<file path="src/rtl/pipe_ctrl.sv">
// rtl/pipe_ctrl.sv - RV32I decoder, ID/EX control register and load-use/redirect sequencer
// Define PIPE_CTRL_ILLEGAL_TRAP_EN to add ex_illegal/illegal_sticky reporting.
module pipe_ctrl #(
  parameter int ALUOP_W   = 5,
  parameter int NPCOP_W   = 5,
  parameter int EXTOP_W   = 6,
  parameter int FLUSH_CYC = 1
) (
  input  logic               clk,
  input  logic               rstn,
  input  logic [31:0]        id_instr,
  input  logic               id_valid,
  input  logic [4:0]         ex_rd,
  input  logic               ex_memread,
  input  logic               ex_redirect,
  output logic               pc_we,
  output logic               ifid_we,
  output logic               ifid_flush,
  output logic               ex_valid_o,
  output logic               ex_RegWrite,
  output logic               ex_MemWrite,
  output logic               ex_MemRead,
  output logic               ex_ALUSrc,
  output logic [1:0]         ex_WDSel,
  output logic [EXTOP_W-1:0] ex_EXTOp,
  output logic [ALUOP_W-1:0] ex_ALUOp,
  output logic [NPCOP_W-1:0] ex_NPCOp,
  output logic [2:0]         ex_Funct3
`ifdef PIPE_CTRL_ILLEGAL_TRAP_EN
  ,
  output logic               ex_illegal,
  output logic               illegal_sticky
`endif
);

  localparam logic [6:0] OP_LOAD   = 7'b0000011;
  localparam logic [6:0] OP_IMM    = 7'b0010011;
  localparam logic [6:0] OP_AUIPC  = 7'b0010111;
  localparam logic [6:0] OP_STORE  = 7'b0100011;
  localparam logic [6:0] OP_REG    = 7'b0110011;
  localparam logic [6:0] OP_LUI    = 7'b0110111;
  localparam logic [6:0] OP_BRANCH = 7'b1100011;
  localparam logic [6:0] OP_JALR   = 7'b1100111;
  localparam logic [6:0] OP_JAL    = 7'b1101111;

  localparam logic [ALUOP_W-1:0] ALU_LUI   = ALUOP_W'(1);
  localparam logic [ALUOP_W-1:0] ALU_AUIPC = ALUOP_W'(2);
  localparam logic [ALUOP_W-1:0] ALU_ADD   = ALUOP_W'(3);
  localparam logic [ALUOP_W-1:0] ALU_SUB   = ALUOP_W'(4);
  localparam logic [ALUOP_W-1:0] ALU_BNE   = ALUOP_W'(5);
  localparam logic [ALUOP_W-1:0] ALU_BLT   = ALUOP_W'(6);
  localparam logic [ALUOP_W-1:0] ALU_BGE   = ALUOP_W'(7);
  localparam logic [ALUOP_W-1:0] ALU_BLTU  = ALUOP_W'(8);
  localparam logic [ALUOP_W-1:0] ALU_BGEU  = ALUOP_W'(9);
  localparam logic [ALUOP_W-1:0] ALU_SLT   = ALUOP_W'(10);
  localparam logic [ALUOP_W-1:0] ALU_SLTU  = ALUOP_W'(11);
  localparam logic [ALUOP_W-1:0] ALU_XOR   = ALUOP_W'(12);
  localparam logic [ALUOP_W-1:0] ALU_OR    = ALUOP_W'(13);
  localparam logic [ALUOP_W-1:0] ALU_AND   = ALUOP_W'(14);
  localparam logic [ALUOP_W-1:0] ALU_SLL   = ALUOP_W'(15);
  localparam logic [ALUOP_W-1:0] ALU_SRL   = ALUOP_W'(16);
  localparam logic [ALUOP_W-1:0] ALU_SRA   = ALUOP_W'(17);

  localparam logic [NPCOP_W-1:0] NPC_BRANCH = NPCOP_W'(5'b00001);
  localparam logic [NPCOP_W-1:0] NPC_JUMP   = NPCOP_W'(5'b00010);
  localparam logic [NPCOP_W-1:0] NPC_JALR   = NPCOP_W'(5'b00100);

  localparam logic [EXTOP_W-1:0] EXT_SHAMT = EXTOP_W'(6'b100000);
  localparam logic [EXTOP_W-1:0] EXT_I     = EXTOP_W'(6'b010000);
  localparam logic [EXTOP_W-1:0] EXT_S     = EXTOP_W'(6'b001000);
  localparam logic [EXTOP_W-1:0] EXT_B     = EXTOP_W'(6'b000100);
  localparam logic [EXTOP_W-1:0] EXT_U     = EXTOP_W'(6'b000010);
  localparam logic [EXTOP_W-1:0] EXT_J     = EXTOP_W'(6'b000001);

  localparam logic [1:0] FLUSH_LOAD = 2'(FLUSH_CYC - 1);

  typedef struct packed {
    logic               valid;
    logic               reg_write;
    logic               mem_write;
    logic               mem_read;
    logic               alu_src;
    logic [1:0]         wd_sel;
    logic [EXTOP_W-1:0] ext_op;
    logic [ALUOP_W-1:0] alu_op;
    logic [NPCOP_W-1:0] npc_op;
    logic [2:0]         funct3;
  } ctrl_t;

  typedef enum logic [1:0] {S_RUN, S_STALL, S_FLUSH} state_t;

  logic [6:0] opcode;
  logic [2:0] funct3;
  logic [6:0] funct7;
  logic [4:0] rs1;
  logic [4:0] rs2;
  logic       alt;
  logic       unused_rd;

  assign opcode    = id_instr[6:0];
  assign funct3    = id_instr[14:12];
  assign funct7    = id_instr[31:25];
  assign rs1       = id_instr[19:15];
  assign rs2       = id_instr[24:20];
  assign alt       = (funct7 == 7'h20);
  assign unused_rd = ^id_instr[11:7];

  ctrl_t  dec;
  logic   use_rs1;
  logic   use_rs2;

  // dec.valid doubles as the "recognised encoding" flag; other fields are masked later.
  always_comb begin
    dec     = '0;
    use_rs1 = 1'b0;
    use_rs2 = 1'b0;
    case (opcode)
      OP_REG: begin
        use_rs1       = 1'b1;
        use_rs2       = 1'b1;
        dec.reg_write = 1'b1;
        dec.valid     = (funct7 == 7'h00) || (alt && (funct3 == 3'b000 || funct3 == 3'b101));
        case (funct3)
          3'b000:  dec.alu_op = alt ? ALU_SUB : ALU_ADD;
          3'b001:  dec.alu_op = ALU_SLL;
          3'b010:  dec.alu_op = ALU_SLT;
          3'b011:  dec.alu_op = ALU_SLTU;
          3'b100:  dec.alu_op = ALU_XOR;
          3'b101:  dec.alu_op = alt ? ALU_SRA : ALU_SRL;
          3'b110:  dec.alu_op = ALU_OR;
          default: dec.alu_op = ALU_AND;
        endcase
      end
      OP_IMM: begin
        use_rs1       = 1'b1;
        dec.reg_write = 1'b1;
        dec.alu_src   = 1'b1;
        dec.ext_op    = EXT_I;
        dec.valid     = 1'b1;
        case (funct3)
          3'b000:  dec.alu_op = ALU_ADD;
          3'b010:  dec.alu_op = ALU_SLT;
          3'b011:  dec.alu_op = ALU_SLTU;
          3'b100:  dec.alu_op = ALU_XOR;
          3'b110:  dec.alu_op = ALU_OR;
          3'b111:  dec.alu_op = ALU_AND;
          3'b001: begin
            dec.alu_op = ALU_SLL;
            dec.ext_op = EXT_SHAMT;
            dec.valid  = (funct7 == 7'h00);
          end
          default: begin
            dec.alu_op = alt ? ALU_SRA : ALU_SRL;
            dec.ext_op = EXT_SHAMT;
            dec.valid  = (funct7 == 7'h00) || alt;
          end
        endcase
      end
      OP_LOAD: begin
        use_rs1       = 1'b1;
        dec.reg_write = 1'b1;
        dec.mem_read  = 1'b1;
        dec.alu_src   = 1'b1;
        dec.wd_sel    = 2'b01;
        dec.ext_op    = EXT_I;
        dec.alu_op    = ALU_ADD;
        dec.funct3    = funct3;
        dec.valid     = (funct3 != 3'b011) && (funct3 != 3'b110) && (funct3 != 3'b111);
      end
      OP_STORE: begin
        use_rs1       = 1'b1;
        use_rs2       = 1'b1;
        dec.mem_write = 1'b1;
        dec.alu_src   = 1'b1;
        dec.ext_op    = EXT_S;
        dec.alu_op    = ALU_ADD;
        dec.funct3    = funct3;
        dec.valid     = (funct3[2] == 1'b0) && (funct3[1:0] != 2'b11);
      end
      OP_BRANCH: begin
        use_rs1    = 1'b1;
        use_rs2    = 1'b1;
        dec.ext_op = EXT_B;
        dec.npc_op = NPC_BRANCH;
        dec.valid  = (funct3 != 3'b010) && (funct3 != 3'b011);
        case (funct3)
          3'b000:  dec.alu_op = ALU_SUB;
          3'b001:  dec.alu_op = ALU_BNE;
          3'b100:  dec.alu_op = ALU_BLT;
          3'b101:  dec.alu_op = ALU_BGE;
          3'b110:  dec.alu_op = ALU_BLTU;
          default: dec.alu_op = ALU_BGEU;
        endcase
      end
      OP_JAL: begin
        dec.reg_write = 1'b1;
        dec.wd_sel    = 2'b10;
        dec.npc_op    = NPC_JUMP;
        dec.ext_op    = EXT_J;
        dec.valid     = 1'b1;
      end
      OP_JALR: begin
        use_rs1       = 1'b1;
        dec.reg_write = 1'b1;
        dec.wd_sel    = 2'b10;
        dec.npc_op    = NPC_JALR;
        dec.ext_op    = EXT_I;
        dec.alu_src   = 1'b1;
        dec.alu_op    = ALU_ADD;
        dec.valid     = (funct3 == 3'b000);
      end
      OP_LUI, OP_AUIPC: begin
        dec.reg_write = 1'b1;
        dec.alu_src   = 1'b1;
        dec.ext_op    = EXT_U;
        dec.alu_op    = (opcode == OP_LUI) ? ALU_LUI : ALU_AUIPC;
        dec.valid     = 1'b1;
      end
      default: dec = '0;
    endcase
  end

  state_t     state_q, state_d;
  logic [1:0] flush_cnt_q, flush_cnt_d;
  ctrl_t      bundle_q, bundle_d;
  logic       load_use;
  logic       stall_now;
  logic       flush_now;
  logic       capture;

  assign load_use = id_valid && bundle_q.valid && ex_memread && (ex_rd != 5'd0) &&
                    ((use_rs1 && (rs1 == ex_rd)) || (use_rs2 && (rs2 == ex_rd)));

  // Hold and flush enables must act in the very cycle the hazard is seen, so they follow the live inputs.
  assign stall_now  = (state_q == S_RUN) && load_use && !ex_redirect;
  assign flush_now  = ex_redirect || (state_q == S_FLUSH);
  assign capture    = id_valid && dec.valid && !stall_now && !flush_now;
  assign pc_we      = !stall_now;
  assign ifid_we    = !stall_now;
  assign ifid_flush = flush_now;

  always_comb begin
    state_d     = state_q;
    flush_cnt_d = flush_cnt_q;
    bundle_d    = capture ? dec : '0;
    if (ex_redirect) begin
      state_d     = (FLUSH_LOAD == 2'd0) ? S_RUN : S_FLUSH;
      flush_cnt_d = FLUSH_LOAD;
    end else begin
      case (state_q)
        S_RUN:   if (load_use) state_d = S_STALL;
        S_STALL: state_d = S_RUN;
        default: begin
          flush_cnt_d = flush_cnt_q - 2'd1;
          if (flush_cnt_q <= 2'd1) state_d = S_RUN;
        end
      endcase
    end
  end

`ifdef PIPE_CTRL_ILLEGAL_TRAP_EN
  logic ex_illegal_q, ex_illegal_d;
  logic illegal_sticky_q, illegal_sticky_d;

  assign ex_illegal_d     = id_valid && !dec.valid && !stall_now && !flush_now;
  assign illegal_sticky_d = illegal_sticky_q || ex_illegal_d;
  assign ex_illegal       = ex_illegal_q;
  assign illegal_sticky   = illegal_sticky_q;
`endif

  always_ff @(posedge clk or negedge rstn) begin
    if (!rstn) begin
      state_q          <= S_RUN;
      flush_cnt_q      <= 2'd0;
      bundle_q         <= '0;
`ifdef PIPE_CTRL_ILLEGAL_TRAP_EN
      ex_illegal_q     <= 1'b0;
      illegal_sticky_q <= 1'b0;
`endif
    end else begin
      state_q          <= state_d;
      flush_cnt_q      <= flush_cnt_d;
      bundle_q         <= bundle_d;
`ifdef PIPE_CTRL_ILLEGAL_TRAP_EN
      ex_illegal_q     <= ex_illegal_d;
      illegal_sticky_q <= illegal_sticky_d;
`endif
    end
  end

  assign ex_valid_o  = bundle_q.valid;
  assign ex_RegWrite = bundle_q.reg_write;
  assign ex_MemWrite = bundle_q.mem_write;
  assign ex_MemRead  = bundle_q.mem_read;
  assign ex_ALUSrc   = bundle_q.alu_src;
  assign ex_WDSel    = bundle_q.wd_sel;
  assign ex_EXTOp    = bundle_q.ext_op;
  assign ex_ALUOp    = bundle_q.alu_op;
  assign ex_NPCOp    = bundle_q.npc_op;
  assign ex_Funct3   = bundle_q.funct3;

endmodule

</file>
<file path="config.mk">
export PLATFORM = sky130hd
export DESIGN_NAME = pipe_ctrl
export DESIGN_NICKNAME = d
export VERILOG_FILES = /design/src/rtl/pipe_ctrl.sv
export SDC_FILE = /design/constraint.sdc
export NUM_CORES = 1
export LEC_CHECK = 0
export CAP_MARGIN = 15
export CORE_MARGIN = 5
export CORE_UTILIZATION = 45
export CTS_CLUSTER_DIAMETER = 200
export CTS_CLUSTER_SIZE = 24
export DETAILED_ROUTE_END_ITERATION = 7
export GPL_ROUTABILITY_DRIVEN = 1
export PLACE_DENSITY = 0.85
export SETUP_SLACK_MARGIN = 0.3
export SLEW_MARGIN = 15
export SYNTH_ARGS = -nofsm -noshare
export SYNTH_HDL_FRONTEND = slang
export SYNTH_SLANG_ARGS = --single-unit
</file>
<file path="constraint.sdc">
create_clock -name clk -period 4.7 [get_ports clk]
set_input_delay 0.47 -clock clk [delete_from_list [all_inputs] [get_ports clk]]
set_output_delay 0.47 -clock clk [all_outputs]
set_load 0.05 [all_outputs]
</file>
Yosys cells after proc, flatten, opt, wreduce, memory -nomap -nowiden. Index checks and enable logic that the tools add are counted. Widths: inputs -> output; s select.

Bits in registers: 30. Bits of input ports: 42. Output and inout bits: 29. Word-level logic and storage cells: 112.

$add $sub $neg: 1. Magnitude comparators: 1. Eq/ne operators: 28. Multiplexer cells: 27. Bitwise operators: 1. Reductions and logical operators: 42.

Operators by type and width (number): $pmux 5 s7 (2); $pmux 6 s6 (1); $eq 7x6->1 const B (4); $mux 26 (1); $pmux 5 s5 (1); $eq 7x7->1 const B (3); $pmux 4 s5 (1); $reduce_or 6->1 (3); $logic_and 1x1->1 (16); $eq 7x5->1 const B (2); $eq 3x3->1 const B (4); $mux 2 (6); $eq 5x5->1 (2); $reduce_or 2->1 (5); $ne 3x3->1 const B (3); $pmux 3 s3 (1); $reduce_or 3->1 (3); $pmux 2 s2 (2); $eq 7x2->1 const B (1); $logic_not 7->1 (1); $mux 1 (7); $pmux 1 s7 (1); $reduce_or 7->1 (1); $eq 3x2->1 const B (2); 19 further kinds (27).

Logic depth before layout (Yosys ltp).
Word-level depth: 12. Gate-level depth with buffers: 8. Mapped depth without buffers: 5.

Worst setup path before layout. No wires, ideal clock.

Path kind: register to output. Start: register bundle_q, in the netlist ex_valid_o. End: output port pc_we. Arrival time: 2.024 ns. Required time: 4.230 ns. Slack: 2.206 ns. Cell stages (with the launch flop): 6. Path buffers: 1. Path through: dfrtp_1 -> nand4b_1 -> a211o_1 -> a221o_1 -> or2_1 -> buf_4.

Word-level cells in the longest chain between the ends: 7.

RTL lines: start: declaration (line 225) `ctrl_t bundle_q, bundle_d;`; start signal: assignment (line 283) `bundle_q <= bundle_d;`; $logic_and 1x1->1 (4 in a row) (line 231) `assign load_use = id_valid && bundle_q.valid && ex_memread && (ex_rd != 5'd0) &&`; $logic_and 1x1->1 (2 in a row) (line 235) `assign stall_now = (state_q == S_RUN) && load_use && !ex_redirect;`; $logic_not 1->1; end: declaration (line 16) `output logic pc_we,`.

No other way between the ends.

Final worst setup path.
Start: input port id_instr[5]. End: output port ifid_we.

Word-level cells in the longest chain between the ends: 9. Elaborated cells between the ends (all ways): 17. Those cells by class: eq/ne: 6; mux: 2; reduce/logical: 9.

RTL lines: start: declaration (line 11) `input logic [31:0] id_instr,`; $eq 7x7->1, or another cell as far along (line 117) `case (opcode)`; $reduce_or 6->1 (no line) or $reduce_or 3->1 (tied branches); $mux 1 (line 117); $logic_and 1x1->1 (line 232) `((use_rs1 && (rs1 == ex_rd)) || (use_rs2 && (rs2 == ex_rd)));`; $logic_or 1x1->1 * (line 232); $logic_and 1x1->1 * (line 231); $logic_and 1x1->1 * (2 in a row) (line 235); $logic_not 1->1 * (line 239) `assign ifid_we = !stall_now;`; end: declaration (line 17) `output logic ifid_we,`.

Mark *: on every way between the ends. The rest lies on a longest branch, timed or not.

==> flow_metrics.env <==
export IMPL_worst_slew_pin_slew_ps=755
export IMPL_timing_fmax_ghz=0.282
export IMPL_syn_area_mm2=0.00160
export IMPL_synth_flop_cell="dfrtp_1"
export IMPL_setup_worst_path_start_class="primary input"
export IMPL_syn_inst=172
export IMPL_cp_common_cell="clkdlybuf4s50_1"
export IMPL_synth_top_cells_by_count="24 x dfrtp_1, 14 x nor3_1, 11 x nand2_1, 11 x nor2_1"
export IMPL_worstPathRequired_ps=4230
export IMPL_drive_gt1_frac=0.0950
export IMPL_drt_wl_total_um=3720
export IMPL_endpoint_kind="output port"
export IMPL_hold_buffers=0
export IMPL_grt_pass1_wl_um=6310
export IMPL_fin_tns_setup_ps=0
export IMPL_ir_drop_mv=0.0701
export IMPL_antenna_cells=0
export IMPL_fp_dieH_um=69.6
export IMPL_ys_ff_latch=24
export IMPL_cp_arrival_ps=3080
export IMPL_viasPerCell=5.33
export IMPL_crit_chain="clkdlybuf4s50_1 -> nand2b_1 -> a211o_1 -> a221o_1 -> or2_1 -> clkdlybuf4s50_1"
export IMPL_ys_types=52
export IMPL_yosys_warnings=0
export IMPL_finalNonFillerCells=267
export IMPL_period_minus_slack_ps=3550
export IMPL_overflow=0
export IMPL_drt_wirelength_per_cell_um=13.9
export IMPL_clkTransAtPathRegs_ps=100
export IMPL_rsz0062_at_grt="false"
export IMPL_ff2ff_path_depth=5
export IMPL_netlist_area_leader_share=0.376
export IMPL_max_cap_violations=0
export IMPL_cts_buffers_inserted=3
export IMPL_dpl_hpwl_um=2990
export IMPL_dp_cells=264
export IMPL_cts_path_max_buffers=2
export IMPL_synth_area_top_cells="dfrtp_1 38%, nor3_1 4.4%, nor3_2 4.4%"
export IMPL_io_pin_count=71
export IMPL_nets=265
export IMPL_synth_top_cell_by_area="dfrtp_1"
export IMPL_gp_congestion=0.914
export IMPL_drt_pass1_iterations=4
export IMPL_grt_pass1_vias=1354
export IMPL_grt_antenna_before_repair=0
export IMPL_slew_viol_final=0
export IMPL_grtUsageTotal=0.157
export IMPL_fp_dieArea_mm2=0.00484
export IMPL_post_route_period_util=0.756
export IMPL_route_vias_total=1422
export IMPL_core_mm2=0.00339
export IMPL_avgSynthCellArea_um2=9.28
export IMPL_ys_seq_area_frac=0.376
export IMPL_outcome="completed"
export IMPL_clock_sinks=24
export IMPL_drc=0
export IMPL_initial_core_util=0.471
export IMPL_hold_violations=0
export IMPL_cts_resized=0
export IMPL_numPortBuffers=63
export IMPL_synth_edf_count=0
export IMPL_fp_dieW_um=69.6
export IMPL_path_class="in2out"
export IMPL_clock_skew_ps=1.90
export IMPL_cts_htree_levels=1
export IMPL_yosysMostFrequentCell="dfrtp_1"
export IMPL_p_leak_nw=0.801
export IMPL_nFillCells=302
export IMPL_post_cts_buffers=0
export IMPL_root_buffer="clkbuf_4"
export IMPL_clk_latency_ps=300
export IMPL_async_flop_share=1.00
export IMPL_row_count=21
export IMPL_cts_tree="built"
export IMPL_hp_class="in2async"
export IMPL_setup_viol=0
export IMPL_cp_max_fo=13
export IMPL_slew_headroom=0.497
export IMPL_drtIter0Drc=78
export IMPL_final_antenna_net_count=0
export IMPL_grt_max_degree=25
export IMPL_cpPeakStageDelay_ps=760
export IMPL_p_per_area_mw_per_mm2=171
export IMPL_areaGrowthSynthToFinish_pct=36.7
export IMPL_slowest_stage="clkdlybuf4s50_1"
[critical path: cells and delay by family]
family	cells	cell delay [ps]
buffers and inverters	2	1480
AO/OA/AOI/OAI	2	650
AND/OR/NAND/NOR	2	490
[kinds of logic after synthesis]
family          after synthesis  share of synthesized area
simple gates                 80                      0.302
compound gates               35                      0.175
flops                        24                      0.376
buf+inv                      21                     0.0846
xor+xnor                     11                     0.0603
other cells                   1                    0.00235
[report_power, final]
part           switching, mW  internal (mW)
Sequential        0.00000668          0.206
Combinational         0.0450         0.0419
Clock                 0.0502         0.0299
Total                 0.0952          0.278
[per-stage QoR]
stage / hold slack (ps) / power, mW / cell area (um2) / setup WS, ps / utilization
after floorplan: 174 / 0.257 / 1600 / 2210 / -
after global placement: 811 / 0.296 / 2160 / 1210 / 0.639
after detailed placement: 851 / 0.297 / 2160 / 1180 / 0.639
after CTS: 726 / 0.380 / 2190 / 1180 / 0.645
after global routing: 158 / 0.394 / 2180 / 1070 / 0.644
final: 120 / 0.373 / 2180 / 1150 / 0.644
[flip-flops by register name (all words and copies together), names as in the netlist]
register and count:
ex_RegWrite 1, ex_ALUSrc 1, ex_MemRead 1, state_q 1, ex_valid_o 1, ex_WDSel 1, ex_ALUOp 5, ex_Funct3 3
ex_NPCOp 3, ex_EXTOp 6, ex_MemWrite 1
[worst paths after layout]
kind,end,slack [ps],from
setup / recovery,ifid_we,1150,id_instr[5]
hold / removal,ex_EXTOp[4],120,rstn
setup reg to reg,ex_ALUOp[2],2740,ex_valid_o
hold reg to reg,state_q[0],850,state_q[0]
max in group asynchronous,ex_Funct3[2],4250,rstn
min in group clk,state_q[0],850,state_q[0]
[layout by cell type (no fill, tap or decap), types with 2 or more instances in the layout]
cell type and instances:
xor2_1 6, nor3_1 14, inv_1 2, clkdlybuf4s50_1 62, a211oi_2 2, nand3_1 8, and2_1 2, nor2b_1 3
nor3_2 7, dfrtp_1 24, nor2_1 11, conb_1 2, a21boi_0 2, nor4_1 2, o21ai_0 7, clkbuf_4 3
nand2_1 11, nand4_1 4, xnor2_1 5, nand3b_1 2, a21oi_1 7, a31oi_1 3, nand2b_1 4
[layer usage]
metal  vias up  routed length, um  track usage  part of all wire
li1        711                  -            -                 -
met1       638               1570        0.213              0.42
met2        65               1820        0.256              0.49
met3         8                262       0.0174             0.070
met4         0                 69       0.0586             0.019
met5         -                  0            0                 0
[layout make-up]
type | count | area [um2] | share of cell area
Multi-Input combinational cell | 128 | 865 | 0.396
Timing Repair Buffer | 63 | 626 | 0.287
Sequential cell | 24 | 601 | 0.275
Tap cell | 46 | 57.6 | 0.0264
Clock buffer | 3 | 22.5 | 0.0103
Inverter | 3 | 11.3 | 0.00516
(Power assumes the default switching activity.)
